### src/rtl/kb_pkg.sv
// kb_pkg -- shared constants for the keyboard receive FIFO.
//
// Holds the CPU register window addresses, the STATUS and CTRL bit positions,
// and a helper that squeezes the FIFO count into the 5-bit STATUS field.
// Imported by kb_buffer and kb_buffer_mem.
package kb_pkg;

  // Register window addresses (io_addr)
  localparam logic [1:0] KB_REG_DATA   = 2'd0;
  localparam logic [1:0] KB_REG_STATUS = 2'd1;
  localparam logic [1:0] KB_REG_CTRL   = 2'd2;
  localparam logic [1:0] KB_REG_PEEK   = 2'd3;

  // STATUS register bit positions
  localparam int KB_STAT_NOT_EMPTY = 0;
  localparam int KB_STAT_FULL      = 1;
  localparam int KB_STAT_OVERFLOW  = 2;
  localparam int KB_STAT_COUNT_LSB = 3;

  // CTRL register bit positions
  localparam int KB_CTRL_FLUSH   = 0;
  localparam int KB_CTRL_CLR_OVF = 1;
  localparam int KB_CTRL_IRQ_EN  = 2;

  // The count field is 5 bits wide; a 64-deep build can hold more than 31
  // bytes, so the reported value saturates instead of wrapping.
  function automatic logic [4:0] kb_sat_count(input logic [6:0] cnt);
    return (cnt > 7'd31) ? 5'd31 : cnt[4:0];
  endfunction

endpackage

### src/rtl/kb_buffer_mem.sv
// kb_buffer_mem -- DEPTH x 8 byte storage for the keyboard FIFO.
//
// Ports:
//   clock    system clock (write on posedge)
//   we       write enable
//   wr_ptr   write address
//   wr_data  byte to store
//   rd_ptr   read address (asynchronous read)
//   rd_data  byte at rd_ptr
//
// Contents are not reset; the pointers in the parent decide what is valid.
module kb_buffer_mem
  import kb_pkg::*;
#(
  parameter int DEPTH_LOG2 = 4
) (
  input  logic                  clock,
  input  logic                  we,
  input  logic [DEPTH_LOG2-1:0] wr_ptr,
  input  logic [7:0]            wr_data,
  input  logic [DEPTH_LOG2-1:0] rd_ptr,
  output logic [7:0]            rd_data
);

  localparam int DEPTH = 1 << DEPTH_LOG2;

  logic [7:0] mem [DEPTH];

  always_ff @(posedge clock) begin
    if (we) begin
      mem[wr_ptr] <= wr_data;
    end
  end

  assign rd_data = mem[rd_ptr];

endmodule

### src/rtl/kb_buffer.sv
// kb_buffer -- receive FIFO between the PS/2 keyboard decoder and the CPU bus.
//
// Each rising edge of kb_done pushes kb_data into a 2^DEPTH_LOG2 byte ring
// buffer. The CPU sees a four-register window:
//   0 DATA   head byte (0x00 when empty); a read pops it
//   1 STATUS {count[4:0], overflow, full, not_empty}
//   2 CTRL   write: bit0 flush, bit1 clear overflow, bit2 irq_en
//            read : {5'b0, irq_en, 2'b0}
//   3 PEEK   head byte without popping
//
// Ports:
//   clock, reset   system clock, synchronous active-high reset
//   kb_done/kb_data decoder strobe and byte
//   io_addr/io_rd/io_wr/io_din  CPU register access
//   io_dout        combinational read data
//   irq            registered level interrupt (irq_en & not_empty)
//
// Build option: define KB_BUFFER_IRQ_EN to implement irq_en and irq; without
// it irq is tied low and CTRL reads as zero.
module kb_buffer
  import kb_pkg::*;
#(
  parameter int DEPTH_LOG2 = 4
) (
  input  logic       clock,
  input  logic       reset,
  input  logic       kb_done,
  input  logic [7:0] kb_data,
  input  logic [1:0] io_addr,
  input  logic       io_rd,
  input  logic       io_wr,
  input  logic [7:0] io_din,
  output logic [7:0] io_dout,
  output logic       irq
);

  localparam int DEPTH = 1 << DEPTH_LOG2;
  localparam int CW    = DEPTH_LOG2 + 1;

  localparam logic [DEPTH_LOG2-1:0] PTR_ONE = DEPTH_LOG2'(1);
  localparam logic [CW-1:0]         CNT_ONE = CW'(1);
  localparam logic [CW-1:0]         CNT_MAX = CW'(DEPTH);

  logic [DEPTH_LOG2-1:0] wr_ptr;
  logic [DEPTH_LOG2-1:0] rd_ptr;
  logic [CW-1:0]         count;
  logic                  overflow;
  logic                  kb_done_q;
  logic                  irq_en;
  logic [7:0]            head;

  logic not_empty;
  logic full;
  logic push_req;
  logic pop_req;
  logic ctrl_wr;
  logic flush;
  logic ovf_clr;
  logic push_ok;
  logic ovf_set;
  logic [4:0] count_sat;

  assign not_empty = (count != '0);
  assign full      = (count == CNT_MAX);

  // A push is the rising edge of kb_done, so a strobe held for many cycles
  // stores its byte only once. Pops on an empty FIFO are simply dropped.
  assign push_req = kb_done & ~kb_done_q;
  assign pop_req  = io_rd & (io_addr == KB_REG_DATA) & not_empty;
  assign ctrl_wr  = io_wr & (io_addr == KB_REG_CTRL);
  assign flush    = ctrl_wr & io_din[KB_CTRL_FLUSH];
  assign ovf_clr  = ctrl_wr & io_din[KB_CTRL_CLR_OVF];

  // When full, a same-cycle pop frees the slot the push needs, so the byte
  // is kept; only a push into a full FIFO with no pop is lost.
  assign push_ok = push_req & (~full | pop_req);
  assign ovf_set = push_req & full & ~pop_req;

  kb_buffer_mem #(
    .DEPTH_LOG2(DEPTH_LOG2)
  ) u_mem (
    .clock   (clock),
    .we      (push_ok & ~flush),
    .wr_ptr  (wr_ptr),
    .wr_data (kb_data),
    .rd_ptr  (rd_ptr),
    .rd_data (head)
  );

  // Pointer, count and overflow bookkeeping. Flush wins over any push or pop
  // in the same cycle but leaves the overflow flag alone; a same-cycle set
  // and clear of overflow resolves to set.
  always_ff @(posedge clock) begin
    if (reset) begin
      wr_ptr    <= '0;
      rd_ptr    <= '0;
      count     <= '0;
      overflow  <= 1'b0;
      kb_done_q <= 1'b0;
    end else begin
      kb_done_q <= kb_done;
      if (flush) begin
        wr_ptr <= '0;
        rd_ptr <= '0;
        count  <= '0;
      end else begin
        if (push_ok) begin
          wr_ptr <= wr_ptr + PTR_ONE;
        end
        if (pop_req) begin
          rd_ptr <= rd_ptr + PTR_ONE;
        end
        if (push_ok && !pop_req) begin
          count <= count + CNT_ONE;
        end else if (!push_ok && pop_req) begin
          count <= count - CNT_ONE;
        end
      end
      if (ovf_set) begin
        overflow <= 1'b1;
      end else if (ovf_clr) begin
        overflow <= 1'b0;
      end
    end
  end

`ifdef KB_BUFFER_IRQ_EN
  logic irq_q;

  // irq follows the registered enable and occupancy, so it lags a push or
  // the emptying pop by one cycle.
  always_ff @(posedge clock) begin
    if (reset) begin
      irq_en <= 1'b0;
      irq_q  <= 1'b0;
    end else begin
      if (ctrl_wr) begin
        irq_en <= io_din[KB_CTRL_IRQ_EN];
      end
      irq_q <= irq_en & not_empty;
    end
  end

  assign irq = irq_q;
  wire unused_din = ^io_din[7:3];
`else
  assign irq_en = 1'b0;
  assign irq    = 1'b0;
  wire unused_din = ^io_din[7:2];
`endif

  assign count_sat = kb_sat_count(7'(count));

  // Register read mux; DATA and PEEK show 0x00 rather than stale memory
  // when nothing is buffered.
  always_comb begin
    io_dout = 8'h00;
    case (io_addr)
      KB_REG_DATA,
      KB_REG_PEEK: begin
        io_dout = not_empty ? head : 8'h00;
      end
      KB_REG_STATUS: begin
        io_dout[KB_STAT_NOT_EMPTY] = not_empty;
        io_dout[KB_STAT_FULL]      = full;
        io_dout[KB_STAT_OVERFLOW]  = overflow;
        io_dout[7:KB_STAT_COUNT_LSB] = count_sat;
      end
      KB_REG_CTRL: begin
        io_dout[KB_CTRL_IRQ_EN] = irq_en;
      end
      default: begin
        io_dout = 8'h00;
      end
    endcase
  end

endmodule
### config.mk
export PLATFORM = sky130hd
export DESIGN_NAME = kb_buffer
export DESIGN_NICKNAME = d
export VERILOG_FILES = /design/src/rtl/kb_pkg.sv /design/src/rtl/kb_buffer_mem.sv /design/src/rtl/kb_buffer.sv
export SDC_FILE = /design/constraint.sdc
export NUM_CORES = 1
export LEC_CHECK = 0
export ABC_AREA = 1
export CAP_MARGIN = 20
export CORE_MARGIN = 8
export CORE_UTILIZATION = 50
export CTS_BUF_LIST = sky130_fd_sc_hd__clkbuf_4 sky130_fd_sc_hd__clkbuf_8
export DETAILED_ROUTE_END_ITERATION = 10
export PLACE_DENSITY_LB_ADDON = 0.05
export SETUP_SLACK_MARGIN = 0.3
export SLEW_MARGIN = 5
export SYNTH_ARGS = -nofsm -noshare
export SYNTH_HDL_FRONTEND = slang
export SYNTH_SLANG_ARGS = --single-unit
### constraint.sdc
create_clock -name clock -period 2.4 [get_ports clock]
set_input_delay 0.48 -clock clock [delete_from_list [all_inputs] [get_ports clock]]
set_output_delay 0.48 -clock clock [all_outputs]
set_load 0.01 [all_outputs]
**Word level (Yosys, flattened, before mapping)**

Memories as Yosys holds them, arrays and structs flattened. A register that Yosys moved wholly into a read port is not among the register bits.
Index checks and enable logic that the tools add are counted.

- RAM bits: 128
- Memories kept: 1
- Output and inout bits: 9
- Logic and storage cells: 51
- Flip-flop bits (word level): 15

- Add/sub/neg operators: 4
- Reduce and logical (&&, ||, !) cells: 10
- Equality and inequality tests: 4
- Bitwise gates (word level): 15
- Muxes and demuxes: 12

Memory list:

| name | depth | width | read ports | clocked after Yosys merged registers in | write ports | RTL line | text |
|---|---|---|---|---|---|---|---|
| u_mem.mem | 16 | 8 | 1 | 1 | 1 | kb_buffer_mem.sv:27 | `logic [7:0] mem [DEPTH];` |

Operators with widths:

| cell | number |
|---|---|
| bitwise AND 1 bit | 10 |
| two-way mux 5 bit | 2 |
| case mux 5 bit (2 select lines) | 1 |
| adder 4 x 1 -> 4 bit (second input constant) | 2 |
| two-way mux 4 bit | 2 |
| two-way mux 8 bit | 1 |
| adder 5 x 1 -> 5 bit (second input constant) | 1 |
| == test 5 bit (second input constant) | 1 |
| nonzero test 5 bit | 1 |
| subtractor 5 x 1 -> 5 bit (second input constant) | 1 |
| == test 2 bit (second input constant) | 2 |
| two-way mux 1 bit | 4 |
| inverter 1 bit | 4 |
| case mux 2 bit (2 select lines) | 1 |
| nonzero test 2 bit | 2 |
| OR reduction 2 bit | 2 |
| case mux 1 bit (3 select lines) | 1 |
| == test 2 x 1 -> 1 bit (second input constant) | 1 |
| logical AND 1 bit | 2 |
| zero test 1 bit | 2 |
| zero test 2 bit | 1 |
| bitwise OR 1 bit | 1 |

**Logic depth before layout (Yosys ltp)**

- Depth after elaboration: 9
- Depth in mapped cells: 18
- Mapped depth without buffers: 18

**By module**

From an unflattened synthesis, not the netlist that was laid out.

- Cell total of the unflattened synthesis: 695
- Area, all modules: 6658.9 um^2

By module, submodules not included:

| module | instances | cells an instance | area each (um^2) |
|---|---|---|---|
| kb_buffer_mem | 1 | 543 | 5606.6 |
| kb_buffer | 1 | 152 | 1052.3 |

**Least setup slack after synthesis**

Ideal clock, no wire load.

- Path kind: input port to flip-flop
- Start point: input io_addr[0]
- End point: register count[4]
- Arrival time: 2341 ps
- Required time: 2287 ps
- Slack: -54 ps
- Buffers on the path: 0
- Stages on the path: 17
- Path through: inv_1 > ha_1 > nand2_1 > inv_1 > nor3_2 > inv_1 > nand2_2 > inv_1 > ha_1 > inv_1 > ha_1 > a21oi_1 > nand2_1 > a21oi_1 > o21ai_0 > nor2_1 > nor2_1

- Cells in the longest elaborated chain, start to end: 8

RTL lines:

| what | RTL line | text |
|---|---|---|
| from (decl) | kb_buffer.sv:29 | `input logic [1:0] io_addr,` |
| zero test 2 bit * | kb_buffer.sv:69 | `assign pop_req = io_rd & (io_addr == KB_REG_DATA) & not_empty;` |
| bitwise AND 1 bit * (2 in series) | kb_buffer.sv:69 |  |
| bitwise OR 1 bit * | kb_buffer.sv:76 | `assign push_ok = push_req & (~full \| pop_req);` |
| bitwise AND 1 bit * | kb_buffer.sv:76 |  |
| named net push_ok | kb_buffer.sv:59 | `logic push_ok;` |
| zero test 1 bit | kb_buffer.sv:115 | `end else if (!push_ok && pop_req) begin` |
| logical AND 1 bit | kb_buffer.sv:115 |  |
| nonzero test 2 bit (no line) | - |  |
| to (signal assigned) | kb_buffer.sv:114 | `count <= count + CNT_ONE;` |
| to (signal assigned) | kb_buffer.sv:116 | `count <= count - CNT_ONE;` |
| to (decl) | kb_buffer.sv:46 | `logic [CW-1:0] count;` |

Mark *: on every way through the listed nets, which the timed path passes. The rest lies on a longest branch.
A chain may end at the register's enable or synchronous reset.

==> impl_metrics.csv <==
group,metric,value,unit
timing,hold_violations,0,
clock_network,clk_latency,0.45,ns
routing,detail_route.vias_per_cell,5.23,
critical_path,path_buf_inv,3,
run_status,violations,"negative setup slack",
yosys,synth_warnings,0,
cells_and_area,n_fill_cell,1065,
yosys,ys_seq_area_share,63.6,%
run_status,status,"finished with violations",
global_route,grt_max_degree,22,
floorplan,die_area,17200,um^2
yosys,synth.area.top_cells,"edfxtp_1 (58%), nand2_1 (11%), nand3_1 (7.5%), inv_1 (6.3%), dfxtp_1 (5.7%)",
timing,setup_viol,8,
timing,finalWorstSetupSlack,-0.0994,ns
critical_path,cp_top_family,"buffers and inverters",
yosys,synth_compound_area_share,3.13,%
yosys,synth-xor-area-share,0.659,%
placed_design,dp_hpwl,10400,um
yosys,syn_area,6650,um^2
cells_and_area,fin_cells,948,
critical_path,worstPathRequired,1.92,ns
timing,final_max_slew_viol_count,0,
yosys,netlist_instances,673,
routing,routed-via-count,4954,
clock_network,clk_pin_slew,0.08,ns
yosys,yosysTopAreaCell,"edfxtp_1",
floorplan,die_w,131,um
clock_network,hold_buffers,0,
power_and_ir_drop,ir_drop,0.441,mV
global_route,grt_pass1_wl,26000,um
placed_design,place.gp.congestion,0.844,
placed_design,dpl_cell_area,7450,um^2
floorplan,start_util,50.6,%
routing,firstDrtPassIters,5,
timing,period_share,104,%
yosys,yosys.area_share.adder,2.56,%
timing,finalWorstPathRequiredPeriod,2.50,ns
cells_and_area,design_area,8550,um^2
timing,fmax,0.400,GHz
critical_path,startpoint_type,"flip-flop",
cells_and_area,antenna_cells,0,
critical_path,slowest_delay,0.44,ns
worst_hold_path,min-delay-start,"rd_ptr[3]$_SDFFE_PP0N_",
clock_network,h-tree-depth,4,
yosys,synth_mux_area_share,0,%
yosys,synth_top_family_by_area,"simple AND/OR/NAND/NOR gates",
yosys,yosysTopAreaCellShare,57.8,%
cells_and_area,final_common_cell,"nand2_1",
power_and_ir_drop,p_leak,3.63,nW
critical_path,crit_path_frequent_cell,"nand3_2",
routing,drtAntennaViolNets,0,
clock_network,cts_tree,"done",
timing,rsz0062_at_grt,"true",
clock_network,cts_root_buf,"clkbuf_8",
routing,wl_per_cell,18.1,um
placed_design,place_inst,900,
yosys,ys_types,25,
timing,tightest_slew,0.725,ns
floorplan,std_cell_rows,42,
power_and_ir_drop,p_per_area,695,nW/um^2
clock_network,cts_buffers,17,
routing,drt_iter0_markers,388,
placed_design,place_ws,-0.589,ns
critical_path,path_class,"reg -> out",
clock_network,cts_sinks,147,
cells_and_area,mostFrequentLayoutCells,"nand2_1 (153), edfxtp_1 (128), inv_1 (105), buf_4 (54), nand3_1 (49)",
yosys,synth.net_count,709,
floorplan,die_h,131,um
floorplan,pin_count,32,
critical_path,reg2reg_from,"count[2]$_SDFFE_PP0P_",
routing,wl,17100,um
critical_path,path_cells,"clkinv_8, clkbuf_16, nand2_4, nand3_2, nand3_2, nand3_2, nand2_2, nand2_1, a21oi_1, buf_2",
critical_path,critPathSlowestCell,"dfxtp_4",
clock_network,ctsLongestPathBuffers,2,
global_route,antenna_found_initial,0,
global_route,grt_remaining_overflow,0,
yosys,ys_seq_elements,147,
yosys,synth.avg_cell_area,9.88,um^2
critical_path,arrival,2.02,ns
cells_and_area,area_growth,28.6,%
yosys,synthSimpleGateAreaFrac,20.6,%
placed_design,port_buffers,24,
floorplan,core-area,13100,um^2
global_route,grt_usage,19.9,%
critical_path,critPathCaptureType,"output pin",
worst_hold_path,min_path_type,"reg -> reg",
critical_path,crit_fanout,8,
routing,drc,0,
timing,slew_headroom,51.5,%
timing,final.setup_skew,0.0120,ns
global_route,grt_pass1_vias,4857,
cells_and_area,nets,795,
job,maxCapViolations,0,
cells_and_area,drive_gt1_share,29.5,%
## what timing repair did
action	4_1_cts	5_1_grt
gates cloned	5	3
setup endpoints to repair	146	10
gates resized for setup	89	77
pin swaps	20	53
setup buffers	8	0
## cell families after synthesis
family | count (synthesis)
adders and majority gates | 13
AOI/OAI and AO/OA | 40
buffers and inverters | 139
xor gates and xnor gates | 5
DFF | 147
and+or+nand+nor | 328
other | 1
## per-layer routing
layer | track usage, % | vias to the layer above | part of all wire (%) | wire length [um]
met2 | 33.7 | 150 | 50 | 8610
met4 | 9.96 | 0 | 3.6 | 612
met5 | 0 | - | 0 | 0
li1 | - | 2359 | - | -
met1 | 23.7 | 2404 | 42 | 7150
met3 | 3.96 | 41 | 4.5 | 767
## power by group
group	switching (W)	total (W)	leakage, nW	internal (W)
Combinational	0.000621	0.00109	2.11	0.000466
Sequential	0.0000411	0.00288	1.31	0.00284
Clock	0.000899	0.00198	0.212	0.00108
Total	0.00156	0.00594	3.63	0.00438
## final timing paths
| kind | to | cells past startpoint | slack, ns |
|---|---|---|---|
| hold reg to reg | flip-flop | 2 | 0.49 |
| setup / recovery | io_dout[4] | 10 | -0.1 |
| setup reg to reg | count[4]$_SDFFE_PP0P_ | 15 | 0.32 |
| hold / removal | flip-flop | 2 | 0.49 |
## cells in the mapped netlist
library cell	n
inv_1	111
fa_1	1
nor3_2	1
o21ai_1	5
o211ai_1	3
or2_2	1
nand2_2	1
o21ai_0	11
buf_6	9
xnor2_1	2
conb_1	1
edfxtp_1	128
buf_1	1
nand3_1	99
a21oi_1	21
buf_4	7
nand2_1	186
ha_1	12
nor3_1	1
xor2_1	3
buf_2	9
dfxtp_1	19
inv_2	2
nand4_1	1
nor2_1	38
## area by class of cell
class	instances	area (um^2)	area share, %
inverters	113	470	5.50
clock inverters	10	135	1.58
repair buffers	93	937	11.0
well taps	176	220	2.58
flip-flops and latches	147	4240	49.6
clock buffers	22	272	3.18
multi-input cells	387	2280	26.6
## state kept, by name, summed over array words and instances (netlist names), named ones only
| signal | count |
|---|---|
| u_mem.mem | 128 |
| overflow | 1 |
| count | 5 |
| rd_ptr | 4 |
| wr_ptr | 4 |
| kb_done_q | 1 |
## metrics by stage
stage / TNS (ns) / hold WS, ns / power (W) / utilization [%]
2_1_floorplan: 0 / 0.435 / 0.00344 / -
3_3_place_gp: -51.60 / 0.464 / 0.00379 / 56.7
3_5_place_dp: -56.00 / 0.476 / 0.00381 / 56.7
4_1_cts: -0.484 / 0.488 / 0.00587 / 62.3
5_1_grt: -1.27 / 0.510 / 0.00618 / 65.1
6_report: -0.512 / 0.488 / 0.00594 / 65.1
## tightest hold or removal path, delay by kind of cell (launching register included)
kind	cells	cell delay, ns
AOI/OAI and AO/OA	1	0.07
DFF	1	0.32
and+or+nand+nor	1	0.06
Power figures use the tool's default switching activity.
